**config.mk**
```make
export PLATFORM = sky130hd
export DESIGN_NAME = decode_stage
export DESIGN_NICKNAME = d
export VERILOG_FILES = /design/src/rtl/decode_stage.sv
export SDC_FILE = /design/constraint.sdc
export NUM_CORES = 1
export LEC_CHECK = 0
export CORE_UTILIZATION = 25
export CTS_CLUSTER_DIAMETER = 30
export DETAILED_ROUTE_END_ITERATION = 10
export GPL_TIMING_DRIVEN = 0
export PLACE_DENSITY_LB_ADDON = 0.2
export SLEW_MARGIN = 40
export SYNTH_ARGS = -nofsm -noshare
export SYNTH_HDL_FRONTEND = slang
export SYNTH_SLANG_ARGS = --single-unit
```
**constraint.sdc**
```tcl
create_clock -name clk_i -period 5 [get_ports clk_i]
set_input_delay 0.5 -clock clk_i [delete_from_list [all_inputs] [get_ports clk_i]]
set_output_delay 0.5 -clock clk_i [all_outputs]
set_load 0.1 [all_outputs]
```
**src/rtl/decode_stage.sv**
```systemverilog
// RV32I/RV64I decode stage: classifies the instruction, reads operands and queues bundles in a DEPTH-entry FIFO.
// Define DECODE_WB_BYPASS_EN to forward the writeback port onto same-cycle operand reads.
module decode_stage #(
    parameter int XLEN  = 32,
    parameter int DEPTH = 2
) (
    input  logic            clk_i,
    input  logic            rst_ni,
    input  logic            flush_i,
    input  logic            valid_i,
    output logic            ready_o,
    input  logic [31:0]     inst_i,
    input  logic [XLEN-1:0] pc_i,
    output logic [4:0]      regfile_addr1_o,
    output logic [4:0]      regfile_addr2_o,
    input  logic [XLEN-1:0] regfile_data1_i,
    input  logic [XLEN-1:0] regfile_data2_i,
    input  logic            wb_en_i,
    input  logic [4:0]      wb_addr_i,
    input  logic [XLEN-1:0] wb_data_i,
    output logic            valid_o,
    input  logic            ready_i,
    output logic [3:0]      op_class_o,
    output logic [2:0]      funct3_o,
    output logic            alt_o,
    output logic [4:0]      rd_o,
    output logic [XLEN-1:0] rs1_val_o,
    output logic [XLEN-1:0] rs2_val_o,
    output logic [XLEN-1:0] imm_o,
    output logic [XLEN-1:0] pc_o,
    output logic            illegal_o
);
    localparam int PW = (DEPTH > 1) ? $clog2(DEPTH) : 1;
    localparam int CW = PW + 1;
    localparam logic [CW-1:0] DEPTH_C = CW'(DEPTH);
    localparam bit IS_RV64 = (XLEN == 64);
    // RV64 uses inst[25] as the top shamt bit, so it is excluded from the funct7 check
    localparam logic [6:0] SHIFT_HI_MASK = IS_RV64 ? 7'b1111110 : 7'b1111111;

    localparam logic [3:0] CLS_OP        = 4'd0;
    localparam logic [3:0] CLS_OP_IMM    = 4'd1;
    localparam logic [3:0] CLS_SHIFT_IMM = 4'd2;
    localparam logic [3:0] CLS_LUI       = 4'd3;
    localparam logic [3:0] CLS_AUIPC     = 4'd4;
    localparam logic [3:0] CLS_JAL       = 4'd5;
    localparam logic [3:0] CLS_JALR      = 4'd6;
    localparam logic [3:0] CLS_BRANCH    = 4'd7;
    localparam logic [3:0] CLS_LOAD      = 4'd8;
    localparam logic [3:0] CLS_STORE     = 4'd9;
    localparam logic [3:0] CLS_ILLEGAL   = 4'd15;

    localparam logic [6:0] OPC_OP     = 7'b0110011;
    localparam logic [6:0] OPC_OP_IMM = 7'b0010011;
    localparam logic [6:0] OPC_LUI    = 7'b0110111;
    localparam logic [6:0] OPC_AUIPC  = 7'b0010111;
    localparam logic [6:0] OPC_JAL    = 7'b1101111;
    localparam logic [6:0] OPC_JALR   = 7'b1100111;
    localparam logic [6:0] OPC_BRANCH = 7'b1100011;
    localparam logic [6:0] OPC_LOAD   = 7'b0000011;
    localparam logic [6:0] OPC_STORE  = 7'b0100011;

    typedef struct packed {
        logic [3:0]      op_class;
        logic [2:0]      funct3;
        logic            alt;
        logic [4:0]      rd;
        logic [XLEN-1:0] rs1_val;
        logic [XLEN-1:0] rs2_val;
        logic [XLEN-1:0] imm;
        logic [XLEN-1:0] pc;
    } bundle_t;

    function automatic logic [XLEN-1:0] sext32(input logic [31:0] v);
        return XLEN'($signed(v));
    endfunction

    logic [6:0]      opcode_s;
    logic [2:0]      funct3_s;
    logic [6:0]      funct7_s;
    logic [6:0]      shift_hi_s;
    logic [5:0]      shamt_s;
    logic [4:0]      rs1_s;
    logic [4:0]      rs2_s;
    logic [31:0]     imm_i_s;
    logic [31:0]     imm_st_s;
    logic [31:0]     imm_b_s;
    logic [31:0]     imm_u_s;
    logic [31:0]     imm_j_s;
    logic            load_bad_s;
    logic            store_bad_s;
    logic [3:0]      class_s;
    logic [XLEN-1:0] imm_s;
    logic [4:0]      rd_s;
    logic            alt_s;
    logic            byp1_s;
    logic            byp2_s;
    logic [XLEN-1:0] rs1_val_s;
    logic [XLEN-1:0] rs2_val_s;
    bundle_t         bundle_s;
    bundle_t         head_s;
    logic            push_s;
    logic            pop_s;

    bundle_t         mem_r [DEPTH];
    logic [PW-1:0]   wr_ptr_r;
    logic [PW-1:0]   rd_ptr_r;
    logic [CW-1:0]   count_r;

    assign opcode_s   = inst_i[6:0];
    assign funct3_s   = inst_i[14:12];
    assign funct7_s   = inst_i[31:25];
    assign shift_hi_s = inst_i[31:25] & SHIFT_HI_MASK;
    assign shamt_s    = IS_RV64 ? inst_i[25:20] : {1'b0, inst_i[24:20]};
    assign rs1_s      = inst_i[19:15];
    assign rs2_s      = inst_i[24:20];
    assign imm_i_s    = {{20{inst_i[31]}}, inst_i[31:20]};
    assign imm_st_s   = {{20{inst_i[31]}}, inst_i[31:25], inst_i[11:7]};
    assign imm_b_s    = {{19{inst_i[31]}}, inst_i[31], inst_i[7], inst_i[30:25], inst_i[11:8], 1'b0};
    assign imm_u_s    = {inst_i[31:12], 12'h000};
    assign imm_j_s    = {{11{inst_i[31]}}, inst_i[31], inst_i[19:12], inst_i[20], inst_i[30:21], 1'b0};
    assign load_bad_s  = (funct3_s == 3'b111) || (!IS_RV64 && ((funct3_s == 3'b011) || (funct3_s == 3'b110)));
    assign store_bad_s = IS_RV64 ? (funct3_s > 3'b011) : (funct3_s > 3'b010);

    // Instruction classification and legality
    always_comb begin
        class_s = CLS_ILLEGAL;
        if (inst_i[1:0] != 2'b11) begin
            class_s = CLS_ILLEGAL;
        end else begin
            case (opcode_s)
                OPC_OP: begin
                    if ((funct7_s == 7'b0000000) ||
                        ((funct7_s == 7'b0100000) && ((funct3_s == 3'b000) || (funct3_s == 3'b101)))) begin
                        class_s = CLS_OP;
                    end else begin
                        class_s = CLS_ILLEGAL;
                    end
                end
                OPC_OP_IMM: begin
                    if (funct3_s == 3'b001) begin
                        class_s = (shift_hi_s == 7'b0000000) ? CLS_SHIFT_IMM : CLS_ILLEGAL;
                    end else if (funct3_s == 3'b101) begin
                        class_s = ((shift_hi_s == 7'b0000000) || (shift_hi_s == 7'b0100000)) ? CLS_SHIFT_IMM : CLS_ILLEGAL;
                    end else begin
                        class_s = CLS_OP_IMM;
                    end
                end
                OPC_LUI:    class_s = CLS_LUI;
                OPC_AUIPC:  class_s = CLS_AUIPC;
                OPC_JAL:    class_s = CLS_JAL;
                OPC_JALR:   class_s = (funct3_s == 3'b000) ? CLS_JALR : CLS_ILLEGAL;
                OPC_BRANCH: class_s = ((funct3_s == 3'b010) || (funct3_s == 3'b011)) ? CLS_ILLEGAL : CLS_BRANCH;
                OPC_LOAD:   class_s = load_bad_s ? CLS_ILLEGAL : CLS_LOAD;
                OPC_STORE:  class_s = store_bad_s ? CLS_ILLEGAL : CLS_STORE;
                default:    class_s = CLS_ILLEGAL;
            endcase
        end
    end

    // Immediate, destination and alternate-op selection by class
    always_comb begin
        imm_s = '0;
        rd_s  = inst_i[11:7];
        alt_s = 1'b0;
        case (class_s)
            CLS_OP:                          alt_s = inst_i[30];
            CLS_OP_IMM, CLS_JALR, CLS_LOAD:  imm_s = sext32(imm_i_s);
            CLS_SHIFT_IMM: begin
                imm_s = XLEN'(shamt_s);
                alt_s = inst_i[30];
            end
            CLS_LUI, CLS_AUIPC:              imm_s = sext32(imm_u_s);
            CLS_JAL:                         imm_s = sext32(imm_j_s);
            CLS_BRANCH: begin
                imm_s = sext32(imm_b_s);
                rd_s  = 5'd0;
            end
            CLS_STORE: begin
                imm_s = sext32(imm_st_s);
                rd_s  = 5'd0;
            end
            default:                         rd_s  = 5'd0;
        endcase
    end

`ifdef DECODE_WB_BYPASS_EN
    assign byp1_s = wb_en_i && (wb_addr_i == rs1_s);
    assign byp2_s = wb_en_i && (wb_addr_i == rs2_s);
`else
    logic unused_wb_s;
    assign unused_wb_s = ^{wb_en_i, wb_addr_i};
    assign byp1_s = 1'b0;
    assign byp2_s = 1'b0;
`endif

    // x0 always reads as zero, even when a writeback targets it
    assign rs1_val_s = (rs1_s == 5'd0) ? '0 : (byp1_s ? wb_data_i : regfile_data1_i);
    assign rs2_val_s = (rs2_s == 5'd0) ? '0 : (byp2_s ? wb_data_i : regfile_data2_i);
    assign regfile_addr1_o = rs1_s;
    assign regfile_addr2_o = rs2_s;

    assign bundle_s = '{op_class: class_s, funct3: funct3_s, alt: alt_s, rd: rd_s,
                        rs1_val: rs1_val_s, rs2_val: rs2_val_s, imm: imm_s, pc: pc_i};

    assign ready_o = (count_r < DEPTH_C);
    assign valid_o = (count_r != CW'(0));
    assign push_s  = valid_i && ready_o && !flush_i;
    assign pop_s   = valid_o && ready_i;

    // Bundle storage, written at the tail on push
    always_ff @(posedge clk_i or negedge rst_ni) begin
        if (!rst_ni) begin
            for (int i = 0; i < DEPTH; i++) begin
                mem_r[i] <= '0;
            end
        end else if (push_s) begin
            mem_r[wr_ptr_r] <= bundle_s;
        end
    end

    // Pointer and occupancy bookkeeping; flush overrides push and pop
    always_ff @(posedge clk_i or negedge rst_ni) begin
        if (!rst_ni) begin
            wr_ptr_r <= '0;
            rd_ptr_r <= '0;
            count_r  <= '0;
        end else if (flush_i) begin
            wr_ptr_r <= '0;
            rd_ptr_r <= '0;
            count_r  <= '0;
        end else begin
            if (push_s) wr_ptr_r <= wr_ptr_r + PW'(1);
            if (pop_s)  rd_ptr_r <= rd_ptr_r + PW'(1);
            case ({push_s, pop_s})
                2'b10:   count_r <= count_r + CW'(1);
                2'b01:   count_r <= count_r - CW'(1);
                default: count_r <= count_r;
            endcase
        end
    end

    assign head_s     = mem_r[rd_ptr_r];
    assign op_class_o = head_s.op_class;
    assign funct3_o   = head_s.funct3;
    assign alt_o      = head_s.alt;
    assign rd_o       = head_s.rd;
    assign rs1_val_o  = head_s.rs1_val;
    assign rs2_val_o  = head_s.rs2_val;
    assign imm_o      = head_s.imm;
    assign pc_o       = head_s.pc;
    assign illegal_o  = (head_s.op_class == CLS_ILLEGAL);
endmodule

```
==> results of run 1 <==
## metal layers
layer / routed length (um) / GRT usage, %
met1: 20960 / 22.67
met2: 21590 / 27.26
met3: 2603 / 4.420
met4: 1480 / 6.743
met5: 15 / 0
## cells by family after synthesis
| logic type | Yosys count | share of synthesized area [%] |
|---|---|---|
| muxes | 144 | 12.25 |
| buffers and inverters | 112 | 3.677 |
| xor gates and xnor gates | 4 | 0.2653 |
| and+or+nand+nor | 605 | 18.78 |
| DFF | 286 | 54.20 |
| AOI/OAI and AO/OA | 246 | 10.82 |
## sequential cells by signal, indices dropped and copies added (netlist names)
name	cells
mem_r	282
wr_ptr_r	1
count_r	2
rd_ptr_r	1
## power by group through the flow
stage               registers (mW)  logic, mW  clock network, mW
floorplan                     3.08       2.94                  0
CTS                           3.13       3.55               6.20
global placement              3.14       3.76                  0
global route                  3.20       3.71               6.35
finish                        3.13       3.51               6.12
detailed placement            3.16       3.54                  0
## per-stage QoR
step	setup WS [ps]	cells	cell area, um2
floorplan	2484	1397	13200
global placement	-9293	2359	16880
detailed placement	1457	2363	16240
CTS	980.0	2531	19560
global route	901.3	2531	19570
finish	1078	2532	19570
## worst min-delay path, cell delays in order
cell,delay [ps]
buf_2,190
nand2_1,90
nand2_1,40
## layout make-up
type	instances	share of cell area, %
Timing Repair Buffer	287	11.13
Clock inverter	54	4.399
Tap cell	680	4.348
Clock buffer	113	12.56
Inverter	5	0.09591
Buffer	107	2.436
Multi-Input combinational cell	999	28.45
Antenna cell	1	0.01279
Sequential cell	286	36.57
## worst max path at each step
stage	end	slack [ps]	cells past startpoint
floorplan	mem_r[128]$_DFFE_PN0P_	2480	8
global placement	mem_r[13]$_DFFE_PN0P_	-9290	1
detailed placement	mem_r[58]$_DFFE_PN0P_	1460	9
CTS	imm_o[28]	980	5
global route	imm_o[28]	900	5
finish	imm_o[20]	1080	5
## repair_timing
| item | in CTS | in global routing |
|---|---|---|
| endpoints found under the setup margin | 0 | 0 |
| hold buffers | 1 | 0 |
| setup buffers | 0 | 0 |
| endpoints found under the hold margin | 53 | 0 |
## placed cells by master (no fill, tap or decap), types with 11 or more instances in the layout
cell             count
a31oi_1             49
buf_2              160
buf_4               11
bufinv_16           18
clkbuf_1            84
clkbuf_16           89
clkbuf_8            14
clkdlybuf4s50_1    127
clkinv_2            22
dfrtp_1            286
mux2_2             141
nand2_1            490
nor2_1              59
o21ai_0            156
o21ai_2             11
==> flow_summary.json, run 1 <==
{
  "outcome": "finished, final reports clean",
  "switching_share_pct": 37.14,
  "clock-root-buffer": "clkbuf_16",
  "nFillCells": 5237,
  "register_area_um2": 7157,
  "layout-drive-gt1-share_pct": 27.55,
  "dieHeight_um": 231.8,
  "synth_cell_types": 57,
  "area_growth_pct": 48.20,
  "detail-route-antenna-nets": 0,
  "maxCapViolCount": 0,
  "end_kind": "output port",
  "synthTopCellsByCount": "490 x nand2_1, 286 x dfrtp_1, 156 x o21ai_0, 141 x mux2_2, 82 x clkbuf_1",
  "fmax_mhz": 254.9,
  "cp-start-kind": "flop",
  "drt_first_iter_violations": 554,
  "seqPwrFrac_pct": 24.5,
  "row_count": 83,
  "crit_fanout": 10,
  "dp_hpwl_um": 32920,
  "hold_path.startpoint": "inst_i[14]",
  "synth.top_cell.area_share_pct": 54.20,
  "hold_violations": 0,
  "synthCells": 1397,
  "maxSlewHeadroom_pct": 44.65,
  "initial_utilization_pct": 25.53,
  "rsz0062_at_grt": "no",
  "avgSynthCellArea_um2": 9.452,
  "synth_top_cell_by_area": "dfrtp_1",
  "grt_use_total_pct": 17.33,
  "die-area_um2": 53740,
  "grt_antenna_before_repair": 3,
  "intPower_mw": 8.019,
  "min_to": "mem_r[277]$_DFFE_PN0P_",
  "grt_pass1_vias": 12140,
  "path_common_cell": "buf_1",
  "period_minus_slack_ps": 3922,
  "async_reset_ff_share_pct": 100.0,
  "worstReg2RegStart": "count_r[1]$_DFFE_PN0P_",
  "multi_input_area_um2": 5568,
  "cp_cell_sequence": "clkbuf_1 -> buf_1 -> buf_1 -> mux2_2 -> buf_2",
  "crit_type": "flop to output port",
  "synthMostInstantiatedCell": "nand2_1",
  "startpoint": "rd_ptr_r$_DFFE_PN0P_",
  "synth_area_leaders": "dfrtp_1 54%, nand2_1 14%, mux2_2 12%",
  "cp_top_family": "buffers and inverters",
  "pwr-share-comb_pct": 27.5,
  "switching_power_mw": 4.737,
  "slew_violations": 0,
  "synth_enable_flop_cells": 0,
  "cts_buffers": 89,
  "final_util_pct": 37.84,
  "r2r_slack_ps": 2170,
  "power_density_nw_per_um2": 651.8,
  "clock_sink_count": 286,
  "first_pass_iters": 5,
  "clk_latency_ps": 630,
  "synth_area_um2": 13200,
  "gr-total-overflow": 0,
  "nets": 1946,
  "grt_pass1_wl_um": 71100,
  "die_w_um": 231.8,
  "crit_required_ps": 4500,
  "vias": 11600,
  "core_area_um2": 51720,
  "slowest_stage": "buf_1",
  "critPathArrivalTime_ps": 3420,
  "reg2reg_depth": 6,
  "setup_violations": 0,
  "tritoncts": "built",
  "drt-vias-per-instance": 4.581,
  "tns_ps": 0,
  "worstMarginPinSlew_ps": 823.9,
  "ys.warnings.count": 0,
  "ir_drop_mv": 0.3947,
  "power.total_mw": 12.76,
  "hold_path_class": "input pin to flop",
  "hold-worst-slack_ps": 242.3,
  "clk_pin_slew_worst_paths_ps": 40,
  "clockBufferDepth": 3,
  "ioPinCount": 325,
  "htreeDepth": 3,
  "grt_max_degree": 73,
  "period_share_pct": 78.45,
  "ys_seq_elements": 286,
  "fin_worst_skew_ps": 41.45,
  "rr_endpoint": "mem_r[203]$_DFFE_PN0P_",
  "ys_seq_area_share_pct": 54.20,
  "cp.buffers_inverters": 4,
  "synth_flop_cell": "dfrtp_1",
  "post_drt_wl_per_cell_um": 18.42,
  "routabilityCongestion": 0.8087,
  "io_buffers": 282,
  "p_clk_share_pct": 47.9,
  "synth_fp_nets": 1568,
  "leakage_nw": 9.153,
  "cpPeakStageDelay_ps": 680,
  "routed_wl_um": 46650,
  "drc": 0,
  "min_path_cells": 3,
  "postCtsResizedCells": 0
}
(Power assumes the default switching activity.)
==> run 2, diff against run 1 <==
==> constraint.sdc (replaced) <==
create_clock -name clk_i -period 4.1 [get_ports clk_i]
set_input_delay 0.41 -clock clk_i [delete_from_list [all_inputs] [get_ports clk_i]]
set_output_delay 0.41 -clock clk_i [all_outputs]
set_load 0.1 [all_outputs]
==> results of run 2 <==
The final DEF is identical to that of run 1. Status: finished, final reports clean.
Main changes from that run: setup slack after placement 1457 ps -> 647.1 ps; setup slack after layout 1078 ps -> 267.5 ps; hold slack 242.3 ps -> 152.3 ps; register-to-register setup slack 2170 ps -> 1270 ps; total power 12.76 mW -> 15.56 mW; worst IR drop on VDD 0.3947 mV -> 0.4813 mV
